===== src/rtl/serial_subtractor_pkg.sv =====
// Shared types for the bit-serial subtractor: FSM state encoding and
// the counter-width helper.
package serial_sub_pkg;

  typedef enum logic [1:0] {
    IDLE  = 2'd0,
    SHIFT = 2'd1,
    DONE  = 2'd2
  } state_e;

  // Bits needed to count 0 .. n-1 (minimum 1).
  function automatic int unsigned cnt_width(input int unsigned n);
    int unsigned w;
    w = 1;
    while ((32'd1 << w) < n) w = w + 1;
    return w;
  endfunction

endpackage


===== src/rtl/serial_subtractor_full_subtractor.sv =====
// One-bit full subtractor built from gate primitives, the subtract-side
// twin of the full_adder cell.
module full_subtractor (
  output logic bout,
  output logic d,
  input  logic a,
  input  logic b,
  input  logic bin
);

  logic t, na, nt, p, q;

  xor g_x1 (t, a, b);
  xor g_x2 (d, t, bin);
  not g_n1 (na, a);
  and g_a1 (p, na, b);
  not g_n2 (nt, t);
  and g_a2 (q, nt, bin);
  or  g_o1 (bout, p, q);

endmodule


===== src/rtl/serial_subtractor.sv =====
// Bit-serial WIDTH-bit subtractor d = a - b - bin, LSB first, start/done handshake.
// Define SERIAL_SUB_OVF_EN to add the signed-overflow output ovf.
module serial_subtractor
  import serial_sub_pkg::*;
#(
  parameter int unsigned WIDTH = 4
) (
  input  logic             clk,
  input  logic             rst,
  input  logic             start,
  input  logic [WIDTH-1:0] a,
  input  logic [WIDTH-1:0] b,
  input  logic             bin,
  output logic             busy,
  output logic             done,
  output logic [WIDTH-1:0] d,
  output logic             bout
`ifdef SERIAL_SUB_OVF_EN
  ,
  output logic             ovf
`endif
);

  localparam int unsigned CW = cnt_width(WIDTH);

  state_e           state_q, state_d;
  logic [WIDTH-1:0] a_q, a_d, b_q, b_d, d_q, d_d;
  logic [CW-1:0]    cnt_q, cnt_d;
  logic             borrow_q, borrow_d;
  logic             bout_q, bout_d;
  logic             busy_q, busy_d, done_q, done_d;
  logic             fs_d, fs_bout;

`ifdef SERIAL_SUB_OVF_EN
  logic a_msb_q, a_msb_d, b_msb_q, b_msb_d, ovf_q, ovf_d;
`endif

  full_subtractor u_fs (
    .bout (fs_bout),
    .d    (fs_d),
    .a    (a_q[0]),
    .b    (b_q[0]),
    .bin  (borrow_q)
  );

  always_comb begin
    state_d  = state_q;
    a_d      = a_q;
    b_d      = b_q;
    d_d      = d_q;
    cnt_d    = cnt_q;
    borrow_d = borrow_q;
    bout_d   = bout_q;
`ifdef SERIAL_SUB_OVF_EN
    a_msb_d  = a_msb_q;
    b_msb_d  = b_msb_q;
    ovf_d    = ovf_q;
`endif
    case (state_q)
      IDLE: begin
        if (start) begin
          state_d  = SHIFT;
          a_d      = a;
          b_d      = b;
          borrow_d = bin;
          cnt_d    = '0;
          d_d      = '0;
`ifdef SERIAL_SUB_OVF_EN
          a_msb_d  = a[WIDTH-1];
          b_msb_d  = b[WIDTH-1];
`endif
        end
      end
      SHIFT: begin
        a_d      = a_q >> 1;
        b_d      = b_q >> 1;
        d_d      = {fs_d, d_q[WIDTH-1:1]};
        borrow_d = fs_bout;
        cnt_d    = cnt_q + CW'(1);
        // Final borrow/overflow are loaded on the last shift edge so they
        // are already valid in the cycle that done is high.
        if (cnt_q == CW'(WIDTH - 1)) begin
          state_d = DONE;
          bout_d  = fs_bout;
`ifdef SERIAL_SUB_OVF_EN
          ovf_d   = (a_msb_q != b_msb_q) && (fs_d != a_msb_q);
`endif
        end
      end
      DONE:    state_d = IDLE;
      default: state_d = IDLE;
    endcase
    busy_d = (state_d == SHIFT);
    done_d = (state_d == DONE);
  end

  always_ff @(posedge clk or posedge rst) begin
    if (rst) begin
      state_q  <= IDLE;
      a_q      <= '0;
      b_q      <= '0;
      d_q      <= '0;
      cnt_q    <= '0;
      borrow_q <= 1'b0;
      bout_q   <= 1'b0;
      busy_q   <= 1'b0;
      done_q   <= 1'b0;
`ifdef SERIAL_SUB_OVF_EN
      a_msb_q  <= 1'b0;
      b_msb_q  <= 1'b0;
      ovf_q    <= 1'b0;
`endif
    end else begin
      state_q  <= state_d;
      a_q      <= a_d;
      b_q      <= b_d;
      d_q      <= d_d;
      cnt_q    <= cnt_d;
      borrow_q <= borrow_d;
      bout_q   <= bout_d;
      busy_q   <= busy_d;
      done_q   <= done_d;
`ifdef SERIAL_SUB_OVF_EN
      a_msb_q  <= a_msb_d;
      b_msb_q  <= b_msb_d;
      ovf_q    <= ovf_d;
`endif
    end
  end

  assign busy = busy_q;
  assign done = done_q;
  assign d    = d_q;
  assign bout = bout_q;
`ifdef SERIAL_SUB_OVF_EN
  assign ovf  = ovf_q;
`endif

endmodule


===== config.mk =====
export PLATFORM = sky130hd
export DESIGN_NAME = serial_subtractor
export DESIGN_NICKNAME = d
export VERILOG_FILES = /design/src/rtl/serial_subtractor_pkg.sv /design/src/rtl/serial_subtractor_full_subtractor.sv /design/src/rtl/serial_subtractor.sv
export SDC_FILE = /design/constraint.sdc
export NUM_CORES = 1
export LEC_CHECK = 0
export CORE_ASPECT_RATIO = 2
export CORE_MARGIN = 1
export CORE_UTILIZATION = 30
export CTS_CLUSTER_DIAMETER = 50
export DETAILED_ROUTE_END_ITERATION = 6
export GPL_ROUTABILITY_DRIVEN = 1
export PLACE_DENSITY = 0.58
export SYNTH_ARGS = -nofsm -noshare
export SYNTH_HDL_FRONTEND = slang
export SYNTH_SLANG_ARGS = --single-unit

===== constraint.sdc =====
create_clock -name clk -period 1.6 [get_ports clk]
set_input_delay 0.48 -clock clk [delete_from_list [all_inputs] [get_ports clk]]
set_output_delay 0.48 -clock clk [all_outputs]
set_load 0.005 [all_outputs]

# --- After elaboration in Yosys (flattened, before gate mapping) ---
# Index checks and enable logic that the tools add are counted.
op_classes:
  muxes: 13
  n_eq_ne: 5
  bitwise_logic: 7
  n_addsub: 1
  reduce_logical: 4
op_table:
  columns: ["operator", "count"]
  rows:
  - ["$pmux 4 s2", 3]
  - ["$mux 4", 3]
  - ["$pmux 2 s2", 2]
  - ["$mux 2", 3]
  - ["$eq 2x1->1 const B", 2]
  - ["$eq 2x2->1 const B", 2]
  - ["$reduce_and 2->1", 2]
  - ["$add 2x1->2 const B", 1]
  - ["$and 1x1->1", 2]
  - ["$logic_not 2->1", 1]
  - ["$ne 2x2->1 const B", 1]
  - ["$not 1->1", 2]
  - ["$pmux 1 s2", 1]
  - ["$reduce_bool 2->1", 1]
  - ["$xor 1x1->1", 2]
  - ["$mux 1", 1]
  - ["$or 1x1->1", 1]
word_totals:
  ff_bits: 20
  inputBits: 12
  out_inout_bits: 7

# --- Longest topological paths before layout ---
# Gate-level depths: netlist of run 1.
logic_depth:
  ltp_word: 5
  ltp_mapped: 5

# --- Hierarchy ---
# Synthesis of run 1 repeated with hierarchy kept, for this count alone.
hier_totals:
  cells_unflattened: 81
  area_unflattened_um2: 970.9
by_module_without_submodules:
  columns: ["mod", "area_each_um2", "cells_per_inst", "seq_area_each_um2", "instances"]
  rows:
  - ["serial_subtractor", 939.7, 77, 500.5, 1]
  - ["full_subtractor", 31.3, 4, 0.0, 1]

# --- Worst setup path before layout of run 1 ---
# OpenSTA, ideal clock, no wires.
synth_timing:
  kind: "reg-to-reg"
  from: "register state_q[0]"
  to: "register a_q[0]"
  slack_ps: 408
  synth_period_minus_slack_ps: 1192
  path_buffers: 0
  t_arrival_ps: 1069
  path_stages_with_launch: 3
  required_time_ps: 1477
  cell_sequence: "dfrtp_1 > or4b_1 > o221a_1"
synth_via:
  elab_chain_cells: 3
synth_lines:
  columns: ["item", "line_no", "rtl"]
  rows:
  - ["from (decl)", "serial_subtractor.sv:26", "state_e state_q, state_d;"]
  - ["from (signal assigned)", "serial_subtractor.sv:114", "state_q <= state_d;"]
  - ["$eq 2x1->1 or $logic_not 2->1 (tied branches)", "serial_subtractor.sv:59", "case (state_q)"]
  - ["$reduce_bool 2->1 (no line) or $ne 2x2->1 (tied branches)", null, null]
  - ["$reduce_and 2->1 (no line)", null, null]
  - ["to (signal assigned)", "serial_subtractor.sv:100", "a_q <= '0;"]
  - ["to (signal assigned)", "serial_subtractor.sv:115", "a_q <= a_d;"]
  - ["to (decl)", "serial_subtractor.sv:27", "logic [WIDTH-1:0] a_q, a_d, b_q, b_d, d_q, d_d;"]
# Several ways; a longest one is shown, not always the timed one.
# A chain may end at the register's enable or synchronous reset.

# --- Worst setup path in the final report of run 1 ---
layout_timing:
  from: "register busy_q (netlist: busy)"
  to: "output busy"
layout_rtl:
  columns: ["item", "line_no", "rtl"]
  rows:
  - ["from (decl)", "serial_subtractor.sv:31", "logic busy_q, busy_d, done_q, done_d;"]
  - ["from (signal assigned)", "serial_subtractor.sv:121", "busy_q <= busy_d;"]
  - ["to (decl)", "serial_subtractor.sv:14", "output logic busy,"]
# No word-level cell between the ends.

==> results of run 1 <==
==> final cells by class <==
type                    instances  area, um2
flip-flops and latches         20        500
clock buffers                   3       41.3
multi-input cells              42        348
repair buffers                 28        268
well taps                      29       36.3
fillers                       266       1590
inverters                       6       22.5
==> flip-flops by register name, summed over array words and instances, names as in the netlist <==
name / cells
b_q: 4
busy: 1
a_q: 4
cnt_q: 2
state_q: 2
d: 4
bout: 1
done: 1
borrow_q: 1
==> metrics by stage <==
stage                     setup TNS, ns  std cells  area, um2  utilization
after global placement            -1.41        120       1120        0.401
after global routing                  0        128       1220        0.434
after floorplan                       0         72        910            -
after detailed placement          -1.66        120       1120        0.401
after CTS                             0        125       1180        0.421
final                                 0        128       1220        0.434
==> cells by family (layout without fill, tap and decap cells) <==
logic type / Yosys count / after routing
fa+ha+maj: 2 / 2
simple gates: 17 / 17
buf+inv: 10 / 37
compound gates: 22 / 22
mux: 1 / 1
flops: 20 / 20
==> cells in the final DEF, fill, tap and decap left out, types with 3 or more instances in the layout <==
master	netlist	final
sky130_fd_sc_hd__a22o_1	5	5
sky130_fd_sc_hd__dfrtp_1	20	20
sky130_fd_sc_hd__buf_4	0	10
sky130_fd_sc_hd__clkdlybuf4s50_1	0	13
sky130_fd_sc_hd__clkbuf_8	0	3
sky130_fd_sc_hd__inv_1	6	6
sky130_fd_sc_hd__a21oi_1	3	3
sky130_fd_sc_hd__dlymetal6s2s_1	0	5
sky130_fd_sc_hd__nor2_1	3	3
sky130_fd_sc_hd__o32ai_1	3	3
sky130_fd_sc_hd__nor3b_1	3	3
==> metal layers <==
metal  global-route usage  vias up  share of wire  routed length, um
met2                0.209       16           0.52                899
li1                     -      320              -                  -
met1                0.166      315           0.42                734
met5                    0        -              0                  0
met4               0.0400        0          0.011                 19
met3               0.0279        2          0.046                 80
==> power breakdown <==
part | switching [W] | total (W) | internal (W)
combinational | 0.000436 | 0.00103 | 0.000598
clock | 0.000141 | 0.000308 | 0.000167
sequential | 0.000155 | 0.000895 | 0.000740
total | 0.000732 | 0.00224 | 0.00150
==> path summary, 6_finish.rpt <==
path,endpoint,slack (ns)
max,busy,0.06
min,d[0],0.50
max reg2reg,bout,0.24
min reg2reg,d[0],0.50
max in group asynchronous,borrow_q,0.83
min in group asynchronous,busy,0.56
==> timing repair <==
item / CTS / global route
hold endpoints to repair: 0 / 0
buffers inserted: 2 / 3
endpoints found under the setup margin: 2 / 5
resized for setup: 0 / 5
==> results.md, run 1 <==
- Leading post-synthesis cells by instance count: 20 x sky130_fd_sc_hd__dfrtp_1, 6 x sky130_fd_sc_hd__inv_1, 5 x sky130_fd_sc_hd__a22o_1
- Post-synthesis share of cell area spent on and, or, nand and nor gates: 0.132
- Most instantiated flip-flop cell in the synthesis netlist: sky130_fd_sc_hd__dfrtp_1
- Clock tree from TritonCTS: built
- Clock-pin transition on the worst setup and hold timing paths: about 0.07 ns
- Flip-flop and latch count after synthesis: 20
- Number of standard cells after synthesis: 72
- Overall overflow remaining after global route: 0
- Reg2reg path depth: 3
- Die X-Extent: 40.9 um
- Synth unique cells: 29
- Area of the mapped netlist: 910 um2
- Crit-path leading delay family: buffers and inverters
- Antenna Diode Count: 0
- Skew-Pair Late Insertion Delay: 0.24 ns
- Sequential cell area fraction in the yosys report: 0.550
- Area of the placeable core: 0.00280 mm2
- Classification of the worst-slack hold path: register to register
- Aggregate routed wire length: 1.73 mm
- Nets@finish: 115
- Worst setup skew after layout: 0.00185 ns
- DR iter-0 viols: 7
- Avg WL per Cell: 13.5 um
- Total number of clock tree sinks: 20
- CP peak stage delay: 0.49 ns
- H-tree level count: 1
- Number of hold violations in the final report: 0
- R2r startpoint: state_q[0]
- Number of maximum-capacitance constraint violations: 0
- Hold path startpoint: d[0]
- Count of synthesis-stage warnings from yosys: 0
- Status: completed
- Number of input and output port buffers inserted: 18
- Critical Path Fanout Max: 1
- Synth Net Count: 86
- Share of layout cells above drive strength 1: 0.202
- Top cells by area, synth: sky130_fd_sc_hd__dfrtp_1 55%, sky130_fd_sc_hd__a22o_1 4.8%, sky130_fd_sc_hd__buf_6 3.7%, sky130_fd_sc_hd__o32ai_1 2.9%, sky130_fd_sc_hd__inv_1 2.5%
- Post-route worst setup slack: 0.0622 ns
- Count of pins on the block boundary: 19
- Number of antenna violations at the first check in global routing: 0
- Power Total: 0.00224 W
- Endpoint arrival time on the critical path: approximately 1.1 ns
- CTS Root Cell: sky130_fd_sc_hd__clkbuf_8
- Overall die area: around 0.0033 mm2
- Synthesis-to-layout area growth: 33.7%
- Peak supply drop: 0.672 mV
- Weighted congestion reported at the end of routability-driven placement: about 0.74
- Post-route minimum period: about 1.5 ns
- Largest area contributor in the netlist: sky130_fd_sc_hd__dfrtp_1
- Number of core rows: 27
- Share of the clock period used by the worst path: 0.961
- Share of flip-flops with an asynchronous set or reset: 1.00
- Initial core utilization: 0.324
- Worst hold slack: about 0.50 ns
- Beginning of the critical path: busy
- Floorplan die height: 79.9 um
- Fraction of the mapped netlist area in compound gates: 0.204
- Fraction of synthesized area in multiplexers: 0.0110
- Vias in the first global route: 686
- Path length in cells of the critical path: 1
- Post-CTS Hold Buffers: 0
- Share of the synthesized area in the top cell type: 0.550
- Average vias per placed instance: approximately 5.1
- All-layer global routing usage: 0.131
- RSZ-0062 raised after global routing: no
- Final count of pins violating max slew: 0
- Count leader, synth: sky130_fd_sc_hd__dfrtp_1
- ANT nets after route: 0
- Post-Syn Area per Cell: 12.6 um2
- Actual transition at the worst max-transition pin: around 0.34 ns
- CP Buf/Inv Count: 1
- Leak: 0.593 nW
- Kind of capture point of the worst setup path: output pin
- Ordered list of cells on the worst path: clkdlybuf4s50_1
- DR vias: 653
- Post-synthesis adder-cell area fraction: 0.0358
- Longest Clk Path Bufs: 2
- EDFF count, synth: 0
- Power density cells: 1840 mW/mm2
- Parity-gate share of the synthesized area counting xor and xnor cells: 0
- Critical path required time: 1.12 ns
- Largest family of logic cells by synthesized area: compound AO/OA/AOI/OAI gates
- Pin count of the biggest net entering global routing: 21
- Pre-Repair DR Iteration Count: 4
- DRC violation count after routing: 0
- Setup WS pre-CTS: -0.146 ns
- Number of buffers created by CTS: 3
- # setup viols final: 0
- Hold Crit Depth: 1
- First-pass GRT wire length: 3.08 mm
- Worst setup path category: register to output pin
- Worst-path cell with the longest stage delay: sky130_fd_sc_hd__clkdlybuf4s50_1
- Worst slew margin relative to its limit: 0.771
- Critical path startpoint category: register
- Post-DP HPWL: 1.32 mm
- Fmax achieved: about 650 MHz
No activity file was read; power rests on OpenSTA's default activity.
==> inputs of run 2 (changes only) <==
==> constraint.sdc (replaced) <==
create_clock -name clk -period 1.7 [get_ports clk]
set_input_delay 0.51 -clock clk [delete_from_list [all_inputs] [get_ports clk]]
set_output_delay 0.51 -clock clk [all_outputs]
set_load 0.005 [all_outputs]
==> run 2 against run 1 <==
  * Clock skew increased by 0.0016 ns
  * Clock power rose by 54%
  * Critical path depth unchanged
==> results.md, run 2 (synthesis gave the netlist of run 1 again) <==
- Status: completed
- Reg2reg path depth: 3
- Last element of the critical path: d[2]
- Nets@finish: 110
- Non-Filler Cell Area, Final: 0.00120 mm2
- Count of pins on the block boundary: 19
- Post-DP HPWL: 1.35 mm
- Worst setup path category: register to output pin
- Switch Pwr: 0.000713 W
- Fmax achieved: approximately 610 MHz
- Most frequent standard cell in the layout excluding fill and tap cells: sky130_fd_sc_hd__dfrtp_1
- Reg-to-Reg End: bout
- Avg WL per Cell: 14.6 um
- Worst setup skew after layout: 0.00344 ns
- Number of core rows: 27
- Sequential Power Share: 0.383
- DR iter-0 viols: 7
- Crit-path leading delay family: buffers and inverters
- Number of fillers in the final layout: 277
- Power density cells: 1880 mW/mm2
- Skew-Pair Late Insertion Delay: 0.26 ns
- Die X-Extent: 40.9 um
- Endpoint arrival time on the critical path: 1.14 ns
- Area after detailed placement: around 0.0011 mm2
- Peak supply drop: 0.766 mV
- Critical path required time: 1.19 ns
- Pin count of the biggest net entering global routing: 21
- Antenna Diode Count: 0
- First-pass GRT wire length: 2.93 mm
- Area of the placeable core: 0.00280 mm2
- Initial core utilization: 0.324
- Share of the clock period used by the worst path: 0.970
- Number of antenna violations at the first check in global routing: 0
- Number of maximum-capacitance constraint violations: 0
- Overall die area: approximately 0.0033 mm2
- Vias in the first global route: 618
- Share of total power in the clock network: 0.211
- Cell total after placement: around 120
- All-layer global routing usage: 0.134
- ANT nets after route: 0
- Pre-Repair DR Iteration Count: 5
- Power Total: 0.00224 W
- CP Buf/Inv Count: 1
- Ordered list of cells on the worst path: clkdlybuf4s50_1
- Overall overflow remaining after global route: 0
- CP peak stage delay: 0.51 ns
- Clock-pin transition on the worst setup and hold timing paths: 0.08 ns
- Register-to-register setup slack: 0.31 ns
- CTS Root Cell: sky130_fd_sc_hd__clkbuf_8
- Final count of pins violating max slew: 0
- DR vias: about 640
- Number of input and output port buffers inserted: 18
- Kind of capture point of the worst setup path: output pin
- Post-CTS Hold Buffers: 0
- Critical path startpoint category: register
- Critical Path Fanout Max: 3
- Longest Clk Path Bufs: 2
- Number of hold violations in the final report: 0
- Actual transition at the worst max-transition pin: 0.371 ns
- RSZ-0062 raised after global routing: no
- Floorplan die height: 79.9 um
- Path length in cells of the critical path: 1
- Post-route minimum period: 1.65 ns
- DRC violation count after routing: 0
- Internal power consumption: 0.00153 W
- Switching Share: 0.318
- Worst slew margin relative to its limit: 0.753
- Worst hold slack: 0.499 ns
- Highest-count cells in the layout ignoring fill and taps: 20 x sky130_fd_sc_hd__dfrtp_1, 18 x sky130_fd_sc_hd__clkdlybuf4s50_1, 6 x sky130_fd_sc_hd__inv_1
- Final non-filler cell total: 124
- Share of layout cells above drive strength 1: 0.168
- Classification of the worst-slack hold path: register to register
- # setup viols final: 0
- Post-route worst setup slack: 0.0503 ns
- Setup WS pre-CTS: -0.0754 ns
- Number of buffers created by CTS: 3
- Synthesis-to-layout area growth: 31.5%
- Average vias per placed instance: around 5.2
- Leak: approximately 0.52 nW
- Worst-path cell with the longest stage delay: sky130_fd_sc_hd__clkdlybuf4s50_1
- Aggregate routed wire length: 1.81 mm
- Comb pwr share: 0.406
- R2r startpoint: state_q[1]
- H-tree level count: 1
- Total number of clock tree sinks: 20
- Weighted congestion reported at the end of routability-driven placement: 0.704
- Beginning of the critical path: d[2]
- Clock tree from TritonCTS: built
==> run 2: cell count changes in the layout (fill, tap and decap cells not counted) <==
cell                              previous run  this run
sky130_fd_sc_hd__buf_4                      10         5
sky130_fd_sc_hd__clkdlybuf4s50_1            13        18
sky130_fd_sc_hd__dlymetal6s2s_1              5         0
sky130_fd_sc_hd__bufinv_16                   0         1
==> run 2: power groups by stage <==
stage	sequential [W]	clock (W)	combinational [W]
final	0.000860	0.000473	0.000912
after global routing	0.000886	0.000505	0.00103
after CTS	0.000862	0.000480	0.000913
after detailed placement	0.000869	0	0.000908
after global placement	0.000865	0	0.000881
after floorplan	0.000824	0	0.000670
==> run 2: how the worst min path moves through the flow <==
stage | from | to | slack [ns] | cells after the start
global placement | d[0] | d[0] | 0.48 | 1
global route | d[0] | d[0] | 0.52 | 1
CTS | d[0] | d[0] | 0.51 | 1
finish | d[0] | d[0] | 0.50 | 1
floorplan | cnt_q[0] | cnt_q[0] | 0.46 | 1
detailed placement | d[0] | d[0] | 0.48 | 1
==> run 2: through the flow <==
stage / utilization / setup TNS (ns)
after floorplan: - / 0
after global placement: 0.398 / -0.267
after detailed placement: 0.398 / -0.593
after CTS: 0.424 / 0
after global routing: 0.427 / 0
final: 0.427 / 0
==> run 2: layer usage <==
metal / share of wire / wire length [um] / global-route usage / vias to the layer above
met1: 0.43 / 778 / 0.162 / 312
met3: 0.032 / 58 / 0.0251 / 4
li1: - / - / - / 309
met2: 0.51 / 929 / 0.209 / 16
met5: 0 / 0 / 0 / -
met4: 0.024 / 44 / 0.0700 / 0
==> run 2: cell type report <==
| type | instances | area, um2 | share of cell area |
|---|---|---|---|
| Sequential cell | 20 | 500 | 0.418 |
| Timing Repair Buffer | 23 | 218 | 0.182 |
| Multi-Input combinational cell | 42 | 348 | 0.291 |
| Clock inverter | 1 | 30.0 | 0.0251 |
| Inverter | 6 | 22.5 | 0.0188 |
| Clock buffer | 3 | 41.3 | 0.0345 |
| Tap cell | 29 | 36.3 | 0.0303 |
==> run 2: timing repair <==
action / CTS / global route
resized for setup: 0 / 0
endpoints found under the hold margin: 0 / 0
setup endpoints to repair: 0 / 1
setup buffers: 0 / 1
==> inputs of run 3 (changes only) <==
--- a/config.mk
+++ b/config.mk
@@ -5,13 +5,15 @@
 export SDC_FILE = /design/constraint.sdc
 export NUM_CORES = 1
 export LEC_CHECK = 0
+export CELL_PAD_IN_SITES_DETAIL_PLACEMENT = 1
+export CELL_PAD_IN_SITES_GLOBAL_PLACEMENT = 2
 export CORE_ASPECT_RATIO = 2
 export CORE_MARGIN = 1
-export CORE_UTILIZATION = 30
+export CORE_UTILIZATION = 32
 export CTS_CLUSTER_DIAMETER = 50
 export DETAILED_ROUTE_END_ITERATION = 6
 export GPL_ROUTABILITY_DRIVEN = 1
-export PLACE_DENSITY = 0.58
+export PLACE_DENSITY = 0.82
 export SYNTH_ARGS = -nofsm -noshare
 export SYNTH_HDL_FRONTEND = slang
 export SYNTH_SLANG_ARGS = --single-unit
==> run 3 against run 2 <==
  * Clock-buffer cell count unchanged
  * Maximum frequency rose by 1.4%
  * Critical path type unchanged
  * Wire length rose by 4.2%
==> results.md, run 3 (synthesis gave the netlist of run 1 again) <==
- Status: completed
- Floorplan die height: 77.4 um
- CP Buf/Inv Count: 1
- Average vias per placed instance: ~5.3
- Pin count of the biggest net entering global routing: 21
- Post-DP HPWL: 1.42 mm
- Nets@finish: 110
- Share of the clock period used by the worst path: 0.957
- Avg WL per Cell: ~15 um
- Clock tree from TritonCTS: built
- Power density cells: 1780 mW/mm2
- CTS Root Cell: sky130_fd_sc_hd__clkbuf_8
- Critical Path Fanout Max: 3
- Number of buffers created by CTS: 3
- Actual transition at the worst max-transition pin: 0.364 ns
- Clock-pin transition on the worst setup and hold timing paths: about 0.070 ns
- Count of pins on the block boundary: 19
- Aggregate routed wire length: 1.89 mm
- DRC violation count after routing: 0
- Skew-Pair Late Insertion Delay: about 0.25 ns
- Non-Filler Cell Area, Final: 0.00117 mm2
- DR vias: 658
- Setup WS pre-CTS: -0.143 ns
- Peak supply drop: about 0.75 mV
- Worst-path cell with the longest stage delay: sky130_fd_sc_hd__clkdlybuf4s50_1
- Synthesis-to-layout area growth: 28.7%
- Area after detailed placement: 0.00111 mm2
- Post-route worst setup slack: ~0.073 ns
- Post-route minimum period: 1.63 ns
- Total Negative Setup Slacks: 0 ns
- All-layer global routing usage: 0.147
- Crit-path leading delay family: buffers and inverters
- Weighted congestion reported at the end of routability-driven placement: a little under 0.7
- Overall die area: 0.00307 mm2
- Worst slew margin relative to its limit: 0.758
- Top layer used by detailed routing: met4
- Kind of capture point of the worst setup path: output pin
- Critical path startpoint category: register
- Number of core rows: 27
- Share of layout cells above drive strength 1: 0.160
- Met2 routed wirelength: 1.06 mm
- Register-to-register setup slack: 0.33 ns
- Footprint of the multi-input gates: 348 um2
- Longest Clk Path Bufs: 2
- Initial core utilization: 0.332
- First-pass GRT wire length: 3.18 mm
- Number of input and output port buffers inserted: 18
- Highest-count cells in the layout ignoring fill and taps: 20 x sky130_fd_sc_hd__dfrtp_1, 16 x sky130_fd_sc_hd__clkdlybuf4s50_1, 6 x sky130_fd_sc_hd__inv_1
- Number of hold violations in the final report: 0
- Pre-Repair DR Iteration Count: 2
- CP peak stage delay: approximately 0.5 ns
- Length of routed met3 wiring: 33 um
- Area of the placeable core: 0.00274 mm2
- Total number of clock tree sinks: 20
- Final count of pins violating max slew: 0
- Critical path required time: 1.19 ns
- Most frequent standard cell in the layout excluding fill and tap cells: sky130_fd_sc_hd__dfrtp_1
- Vias in the first global route: a little under 700
- Ordered list of cells on the worst path: clkdlybuf4s50_1
- Endpoint arrival time on the critical path: 1.12 ns
- Fmax achieved: roughly 600 MHz
- Number of maximum-capacitance constraint violations: 0
- H-tree level count: 1
- DR iter-0 viols: 11
- Leak: 0.532 nW
- Antenna Diode Count: 0
- ANT nets after route: 0
- # setup viols final: 0
- Detailed-route wire length on metal 1: 757 um
- Overall overflow remaining after global route: 0
- Register area: ~500 um2
- Number of fillers in the final layout: 306
- RSZ-0062 raised after global routing: no
- Die X-Extent: 39.7 um
- Classification of the worst-slack hold path: register to register
- Worst setup path category: register to output pin
- Worst setup skew after layout: about 0.0024 ns
- Number of antenna violations at the first check in global routing: 0
## run 3: changes by cell type in the layout (fill, tap and decap cells not counted), sizes merged
cell,delta
dlymetal6s2s,+2
clkdlybuf4s50,-2
bufinv,-1
## run 3: cell type report
type / count / area share
clock buffers: 3 / 0.0353
inverters: 6 / 0.0192
multi-input cells: 42 / 0.297
flip-flops and latches: 20 / 0.427
well taps: 29 / 0.0310
repair buffers: 23 / 0.190
## run 3: what timing repair did
action | 4_1_cts | 5_1_grt
hold buffers | 0 | 0
setup endpoints to repair | 0 | 3
buffers inserted | 0 | 2
resized for setup | 0 | 2
hold endpoints to repair | 0 | 0
## run 3: worst paths after layout
| kind | cells after the start | to | from |
|---|---|---|---|
| setup / recovery | 1 | d[3] | d[3] |
| hold reg to reg | 1 | cnt_q[1] | cnt_q[1] |
| max in group asynchronous | 3 | done | rst |
| hold / removal | 1 | cnt_q[1] | cnt_q[1] |
| min in group asynchronous | 3 | a_q[0] | rst |
| setup reg to reg | 3 | bout | state_q[1] |
## run 3: metal layers
metal / vias up / global-route usage
met5: - / 0
met4: 0 / 0.0552
met3: 4 / 0.0171
met2: 10 / 0.241
met1: 337 / 0.188
li1: 307 / -
## run 3: metrics by stage
| step | utilization | power [W] | hold slack (ns) | instances |
|---|---|---|---|---|
| 2_1_floorplan | - | 0.00149 | 0.465 | 72 |
| 3_3_place_gp | 0.406 | 0.00174 | 0.489 | 118 |
| 3_5_place_dp | 0.406 | 0.00179 | 0.495 | 118 |
| 4_1_cts | 0.421 | 0.00210 | 0.514 | 121 |
| 5_1_grt | 0.428 | 0.00227 | 0.540 | 123 |
| 6_report | 0.428 | 0.00209 | 0.507 | 123 |
## run 3: where the power goes
| group | total (W) | internal, W | switching [W] | leakage [nW] |
|---|---|---|---|---|
| clock network | 0.000296 | 0.000157 | 0.000139 | 0.0216 |
| registers | 0.000871 | 0.000696 | 0.000175 | 0.245 |
| logic | 0.000922 | 0.000530 | 0.000393 | 0.265 |
